<file path="src/rtl/gates_tester.sv">
// Exhaustive tester for a seven-gate logic block: walks {a,b} through all
// four combinations, checks every gate result, and reports mismatch statistics.
module gates_tester #(
    parameter int unsigned SETTLE_CYCLES = 2
) (
    input  logic       clk_i,
    input  logic       rst_i,
    input  logic       start_i,
    output logic       a_o,
    output logic       b_o,
    input  logic       not_i,
    input  logic       and_i,
    input  logic       nand_i,
    input  logic       nor_i,
    input  logic       or_i,
    input  logic       xor_i,
    input  logic       xnor_i,
    output logic       busy_o,
    output logic       done_o,
    output logic       pass_o,
    output logic [4:0] err_cnt_o,
    output logic [6:0] err_vec_o,
    output logic [1:0] first_fail_o
);

    localparam int unsigned NGATES  = 7;
    localparam int unsigned SET_W   = 4;
    localparam int unsigned ERR_W   = 5;
    localparam int unsigned MCNT_W  = 3;
    localparam logic [SET_W-1:0] SETTLE_LAST = SET_W'(SETTLE_CYCLES - 1);

    typedef enum logic [1:0] {
        S_IDLE,
        S_DRIVE,
        S_CHECK,
        S_DONE
    } state_e;

    state_e             state_q, state_d;
    logic [1:0]         idx_q, idx_d;
    logic [SET_W-1:0]   settle_q, settle_d;
    logic               a_q, a_d;
    logic               b_q, b_d;
    logic               busy_q, busy_d;
    logic               done_q, done_d;
    logic               pass_q, pass_d;
    logic [ERR_W-1:0]   err_cnt_q, err_cnt_d;
    logic [NGATES-1:0]  err_vec_q, err_vec_d;
    logic [1:0]         first_fail_q, first_fail_d;

    logic [NGATES-1:0]  expect_c;
    logic [NGATES-1:0]  observe_c;
    logic [NGATES-1:0]  mism_c;
    logic [MCNT_W-1:0]  mism_cnt_c;

    // Reference gate values for the vector currently on a_o/b_o
    always_comb begin
        expect_c   = {~(a_q ^ b_q), a_q ^ b_q, a_q | b_q, ~(a_q | b_q),
                      ~(a_q & b_q), a_q & b_q, ~a_q};
        observe_c  = {xnor_i, xor_i, or_i, nor_i, nand_i, and_i, not_i};
        mism_c     = observe_c ^ expect_c;
        mism_cnt_c = '0;
        for (int i = 0; i < int'(NGATES); i++) begin
            mism_cnt_c = mism_cnt_c + MCNT_W'(mism_c[i]);
        end
    end

    // Next-state and registered-output logic
    always_comb begin
        state_d      = state_q;
        idx_d        = idx_q;
        settle_d     = settle_q;
        a_d          = a_q;
        b_d          = b_q;
        busy_d       = busy_q;
        done_d       = 1'b0;
        pass_d       = pass_q;
        err_cnt_d    = err_cnt_q;
        err_vec_d    = err_vec_q;
        first_fail_d = first_fail_q;

        unique case (state_q)
            S_IDLE: begin
                if (start_i) begin
                    state_d      = S_DRIVE;
                    idx_d        = 2'd0;
                    settle_d     = '0;
                    a_d          = 1'b0;
                    b_d          = 1'b0;
                    busy_d       = 1'b1;
                    err_cnt_d    = '0;
                    err_vec_d    = '0;
                    first_fail_d = 2'b00;
                end
            end

            S_DRIVE: begin
                if (settle_q == SETTLE_LAST) begin
                    state_d  = S_CHECK;
                    settle_d = '0;
                end else begin
                    settle_d = settle_q + SET_W'(1);
                end
            end

            S_CHECK: begin
                // Max 7 per check over 4 checks = 28, so no saturation is needed
                err_cnt_d = err_cnt_q + ERR_W'(mism_cnt_c);
                err_vec_d = err_vec_q | mism_c;
                // A zero running count means no earlier vector has failed
                if ((|mism_c) && (err_cnt_q == '0)) begin
                    first_fail_d = {a_q, b_q};
                end
                if (idx_q == 2'd3) begin
                    state_d = S_DONE;
                    a_d     = 1'b0;
                    b_d     = 1'b0;
                    busy_d  = 1'b0;
                    done_d  = 1'b1;
                    pass_d  = (err_cnt_d == '0);
                end else begin
                    state_d    = S_DRIVE;
                    idx_d      = idx_q + 2'd1;
                    {a_d, b_d} = idx_q + 2'd1;
                end
            end

            S_DONE: begin
                state_d = S_IDLE;
            end

            default: begin
                state_d = S_IDLE;
            end
        endcase
    end

    always_ff @(posedge clk_i or posedge rst_i) begin
        if (rst_i) begin
            state_q      <= S_IDLE;
            idx_q        <= 2'd0;
            settle_q     <= '0;
            a_q          <= 1'b0;
            b_q          <= 1'b0;
            busy_q       <= 1'b0;
            done_q       <= 1'b0;
            pass_q       <= 1'b0;
            err_cnt_q    <= '0;
            err_vec_q    <= '0;
            first_fail_q <= 2'b00;
        end else begin
            state_q      <= state_d;
            idx_q        <= idx_d;
            settle_q     <= settle_d;
            a_q          <= a_d;
            b_q          <= b_d;
            busy_q       <= busy_d;
            done_q       <= done_d;
            pass_q       <= pass_d;
            err_cnt_q    <= err_cnt_d;
            err_vec_q    <= err_vec_d;
            first_fail_q <= first_fail_d;
        end
    end

    assign a_o          = a_q;
    assign b_o          = b_q;
    assign busy_o       = busy_q;
    assign done_o       = done_q;
    assign pass_o       = pass_q;
    assign err_cnt_o    = err_cnt_q;
    assign err_vec_o    = err_vec_q;
    assign first_fail_o = first_fail_q;

endmodule

</file>
<file path="config.mk">
export PLATFORM = sky130hd
export DESIGN_NAME = gates_tester
export DESIGN_NICKNAME = d
export VERILOG_FILES = /design/src/rtl/gates_tester.sv
export SDC_FILE = /design/constraint.sdc
export NUM_CORES = 1
export LEC_CHECK = 0
export CAP_MARGIN = 20
export CORE_AREA = 2 2 71 73
export DETAILED_ROUTE_END_ITERATION = 8
export DIE_AREA = 0 0 73 75
export SLEW_MARGIN = 25
export SYNTH_ARGS = -nofsm -noshare
export SYNTH_HDL_FRONTEND = slang
export SYNTH_SLANG_ARGS = --single-unit
</file>
<file path="constraint.sdc">
create_clock -name clk_i -period 7.9 [get_ports clk_i]
set_clock_uncertainty 0.15 [all_clocks]
set_input_delay 1.975 -clock clk_i [delete_from_list [all_inputs] [get_ports clk_i]]
set_output_delay 1.975 -clock clk_i [all_outputs]
set_load 0.02 [all_outputs]
</file>
Yosys cells after proc, flatten, opt, wreduce, memory -nomap -nowiden. Index checks and enable logic that the tools add are counted.

Flip-flop bits (word level): 27. Bits in latches: 0. Bits in writable memories: 0. Memory bits (read-only): 0. Input port bits: 10. Output and inout bits: 19. Logic and storage cells: 79. Memories: 0.

Add/sub/neg operators: 9. Multiply operators: 0. Div/mod/pow operators: 0. Order comparisons: 0. Eq/ne operators: 10. Shift operators: 0. Multiplexer cells: 26. Bitwise logic cells: 9. Reduce and logical (&&, ||, !) cells: 14.

Operator list (number): case mux 7 bit (2 select lines) (1); adder 3 x 1 -> 3 bit (4); two-way mux 2 bit (6); zero test 5 bit (2); != test 2 bit (second input constant) (5); case mux 5 bit (2 select lines) (1); AND reduction 3 bit (3); two-way mux 4 bit (2); case mux 2 bit (2 select lines) (2); case mux 2 bit (4 select lines) (1); case mux 4 bit (2 select lines) (1); AND reduction 2 bit (4); two-way mux 1 bit (7); two-way mux 7 bit (1); OR 7 bit (1); OR reduction 7 bit (1); XOR 7 bit (1); equality test 2 bit (second input constant) (3); case mux 1 bit (2 select lines) (3); adder 5 x 3 -> 5 bit (1); two-way mux 5 bit (1); adder 4 x 1 -> 4 bit (second input constant) (1); equality test 4 x 1 -> 1 bit (second input constant) (1); NOT 1 bit (4); 10 further kinds (11).

Logic depth before layout (Yosys ltp).
Depth after elaboration: 11. Depth in mapped cells: 13. Mapped depth without buffers: 13.

Worst setup path before layout. No wires, ideal clock.

Path kind: input port to flip-flop. Start point: input not_i. End point: register err_cnt_q[4], in the netlist err_cnt_o[4]. Library setup time: 0.121 ns. Arrival: 5.121 ns. Required time: 7.629 ns. Path slack: 2.508 ns. Cell stages on the path: 12. Path buffers: 0. Cells stage by stage: xnor2_1 > fa_1 > fa_1 > inv_1 > fa_1 > inv_1 > ha_1 > fa_1 > a21o_1 > a21oi_1 > xnor2_1 > a22o_1.

Word-level cells in the longest chain between the ends: 9.

Ends and longest elaborated chain: from (decl) (line 11) `input logic not_i,`; XOR 7 bit (line 61) `mism_c = observe_c ^ expect_c;`; adder 1 x 1 -> 2 bit (line 64) `mism_cnt_c = mism_cnt_c + MCNT_W'(mism_c[i]);`; adder 2 x 1 -> 3 bit (line 64); adder 3 x 1 -> 3 bit (4 in series) (line 64); adder 5 x 3 -> 5 bit (line 108) `err_cnt_d = err_cnt_q + ERR_W'(mism_cnt_c);`; case mux 5 bit (2 select lines) (line 82) `unique case (state_q)`; to (signal assigned) (line 160) `err_cnt_q <= err_cnt_d;`; to (decl) (line 47) `logic [ERR_W-1:0] err_cnt_q, err_cnt_d;`.

Every way passes these cells. A chain may end at the register's enable or synchronous reset.

Final worst setup path. Same ends and word-level chain as after synthesis.

==> summary.md <==
| Metric | Value |
|---|---|
| Die height | 75 um |
| Final core occ | 42.66% |
| RSZ-0062 raised after global routing | false |
| Worst EP arrival | 5.71 ns |
| LEAKAGE | 0.8805 nW |
| DR iter-0 viols | 44 |
| CTS resizes | 0 |
| Placed Cells | 245 |
| First-pass GRT wire length | 6.030 mm |
| CP endpoint kind | register |
| Port Buffers | 28 |
| Fin. max-slew vios | 0 |
| Post-synthesis sequential area ratio | 42.15% |
| Number of remaining DRC errors | 0 |
| CTS root buffer | clkbuf_8 |
| Slew @ Worst Pin | 0.5870 ns |
| Max Cap Viol | 0 |
| Synth area leader | dfrtp_1 |
| IR drop worst, VDD | 0.2115 mV |
| CTS Buffer Depth | 2 |
| Antenna Nets Post-Route | 0 |
| Hold_ws | 0.3664 ns |
| DRT Wirelength | 3.527 mm |
| F_max | 0.1758 GHz |
| Final Wtd Congestion | 0.8395 |
| H-tree levels | 1 |
| Initial Utilization | 34.39% |
| Worst slew margin | 60.81% |
| Worst skew pair latency | 0.28 ns |
| Hold Fails Final Rpt | 0 |
| Core area | 4661 um2 |
| Ys flop type | dfrtp_1 |
| Layout cells sized above 1 | 6.154% |
| Ports | 29 |
| Synth Net Count | 191 |
| Post-synthesis cell count | 165 |
| Fraction of registers with async set or reset after synthesis | 100.0% |
| Cell Count, Final, Fillers Out | 249 |
| Most frequent cells after synthesis | dfrtp_1 (27), a21oi_1 (18), nand2_1 (17), inv_1 (14), ha_1 (12) |
| Drt first pass iters | 4 |
| Crit share post-route | 71.99% |
| Vias per cell | 5.116 |
| Post-synth EDFFs | 0 |
| DIE AREA | 5475 um2 |
| Syn_area_per_cell | 9.714 um2 |
| Worst hold path type | register to register |
| Pwr dens | 492.0 nW/um2 |
| Vias in the first global route | 1236 |
| Post-CTS Hold Buffers | 0 |
| Min Tclk post-route | 5.687 ns |
| Total global routing track utilization | 14.25% |
| DP HPWL | 2.628 mm |
| Via count | 1274 |
| Status | finished clean |
| Yosys cell types | 38 |
| Std cell rows | 25 |
| Die Wd | 73 um |
| Total grt overflow | 0 |
| Final setup TNS | 0 ns |
| Power Total | 0.9781 mW |
| Pre-CTS setup slack | 1.892 ns |
| Initial antenna violation count | 0 |
| Design area | 1988 um2 |
| CTS tree | built |
| Antenna diodes | 0 |
| Number of CTS-inserted buffers | 3 |
| Fraction of synthesized cell area taken by the top area cell type | 42.15% |
| Mapped cell area | 1603 um2 |
| Worst Path Class, Setup | primary input to register |
| Setup ws final | 2.213 ns |
| CP Max Fanout | 3 |
| Yosys warnings | 0 |
| Nets | 222 |
| Area Growth Syn to Fin | 24.04% |
| Synth Register Bits | 27 |
| Post-Place Cell Area | 1939 um2 |
| Largest net degree at the start of global routing | 28 |
| Leading cell type by number of instances after synthesis | dfrtp_1 |
| Worst-path clk slew | 0.10 ns |
| Top post-synthesis cells by area | dfrtp_1 (42%), ha_1 (9.4%), a21oi_1 (5.6%) |
| CP Launch Type | primary input |
| Clock sink count | 27 |
| Final setup fails | 0 |
| Routed wire per std cell | 14.16 um |
| Post-CTS setup buffer count | 0 |
| Worst path required time | 7.92 ns |
state kept, by name, summed over array words and instances (netlist names):
signal,cells
state_q,2
err_cnt_o,5
settle_q,4
busy_o,1
err_vec_o,7
pass_o,1
a_o,1
done_o,1
first_fail_o,2
idx_q,2
b_o,1
cells in the final DEF (no fill, tap or decap), types with 2 or more instances in the layout:
master,count
nand3b_1,2
nand3_1,4
nand2_1,17
a21oi_1,18
fa_1,4
inv_2,2
nor2_1,10
dfrtp_1,27
clkdlybuf4s50_1,28
xor2_1,4
clkbuf_8,3
nand2b_1,3
ha_1,12
a22o_1,6
inv_1,13
nor3_1,3
mux2i_1,2
o21ai_0,11
xnor2_1,5
critical path, cell delays in order:
cell	delay, ns
clkdlybuf4s50_1	0.42
xnor2_1	0.35
fa_1	0.51
fa_1	0.54
inv_1	0.05
fa_1	0.53
inv_1	0.04
ha_1	0.21
fa_1	0.40
a21o_1	0.17
a21oi_1	0.16
xnor2_1	0.10
a22o_1	0.23
path summary, 6_finish.rpt:
kind,endpoint,cells past startpoint,from,slack [ns]
worst max register to register,err_cnt_o[4]$_DFFE_PP0P_,13,a_o$_DFFE_PP0P_,3.66
min in group asynchronous,err_vec_o[1]$_DFFE_PP0P_,2,rst_i,1.92
worst min-delay path,err_vec_o[3]$_DFFE_PP0P_,2,err_vec_o[3]$_DFFE_PP0P_,0.37
worst max-delay path,err_cnt_o[4]$_DFFE_PP0P_,13,not_i,2.21
worst min register to register,err_vec_o[3]$_DFFE_PP0P_,2,err_vec_o[3]$_DFFE_PP0P_,0.37
max in group asynchronous,err_cnt_o[1]$_DFFE_PP0P_,2,rst_i,5.29
area by class of cell:
type                            count  area, um2
Tap cell                           54      67.56
Fill cell                         445       2673
Inverter                           15      56.30
Multi-Input combinational cell    120      852.1
Sequential cell                    27      675.6
Clock buffer                        3      41.29
Timing Repair Buffer               29      287.8
Clock inverter                      1      7.507
kinds of logic (layout without fill, tap and decap cells):
kind of cell / after synthesis / after routing / synth area share, %
AOI/OAI and AO/OA: 49 / 49 / 19.91
and+or+nand+nor: 44 / 44 / 12.73
DFF: 27 / 27 / 42.15
buffers and inverters: 18 / 48 / 4.683
adders and majority gates: 16 / 16 / 14.36
xor gates and xnor gates: 9 / 9 / 4.918
muxes: 2 / 2 / 1.249
power by group:
part           total, mW  switching, mW  internal, mW
clock network     0.0820         0.0462        0.0358
registers          0.252         0.0651         0.187
logic              0.644          0.353         0.292
layer usage:
metal	GRT usage, %	part of all wire, %	up-vias	wire length (um)
li1	-	-	638	-
met1	20.88	51	613	1816
met4	3.086	0.74	0	26
met5	0	0	-	0
met2	22.22	45	19	1589
met3	2.410	2.7	4	94
Note: power is estimated with default switching activity, not from simulation.
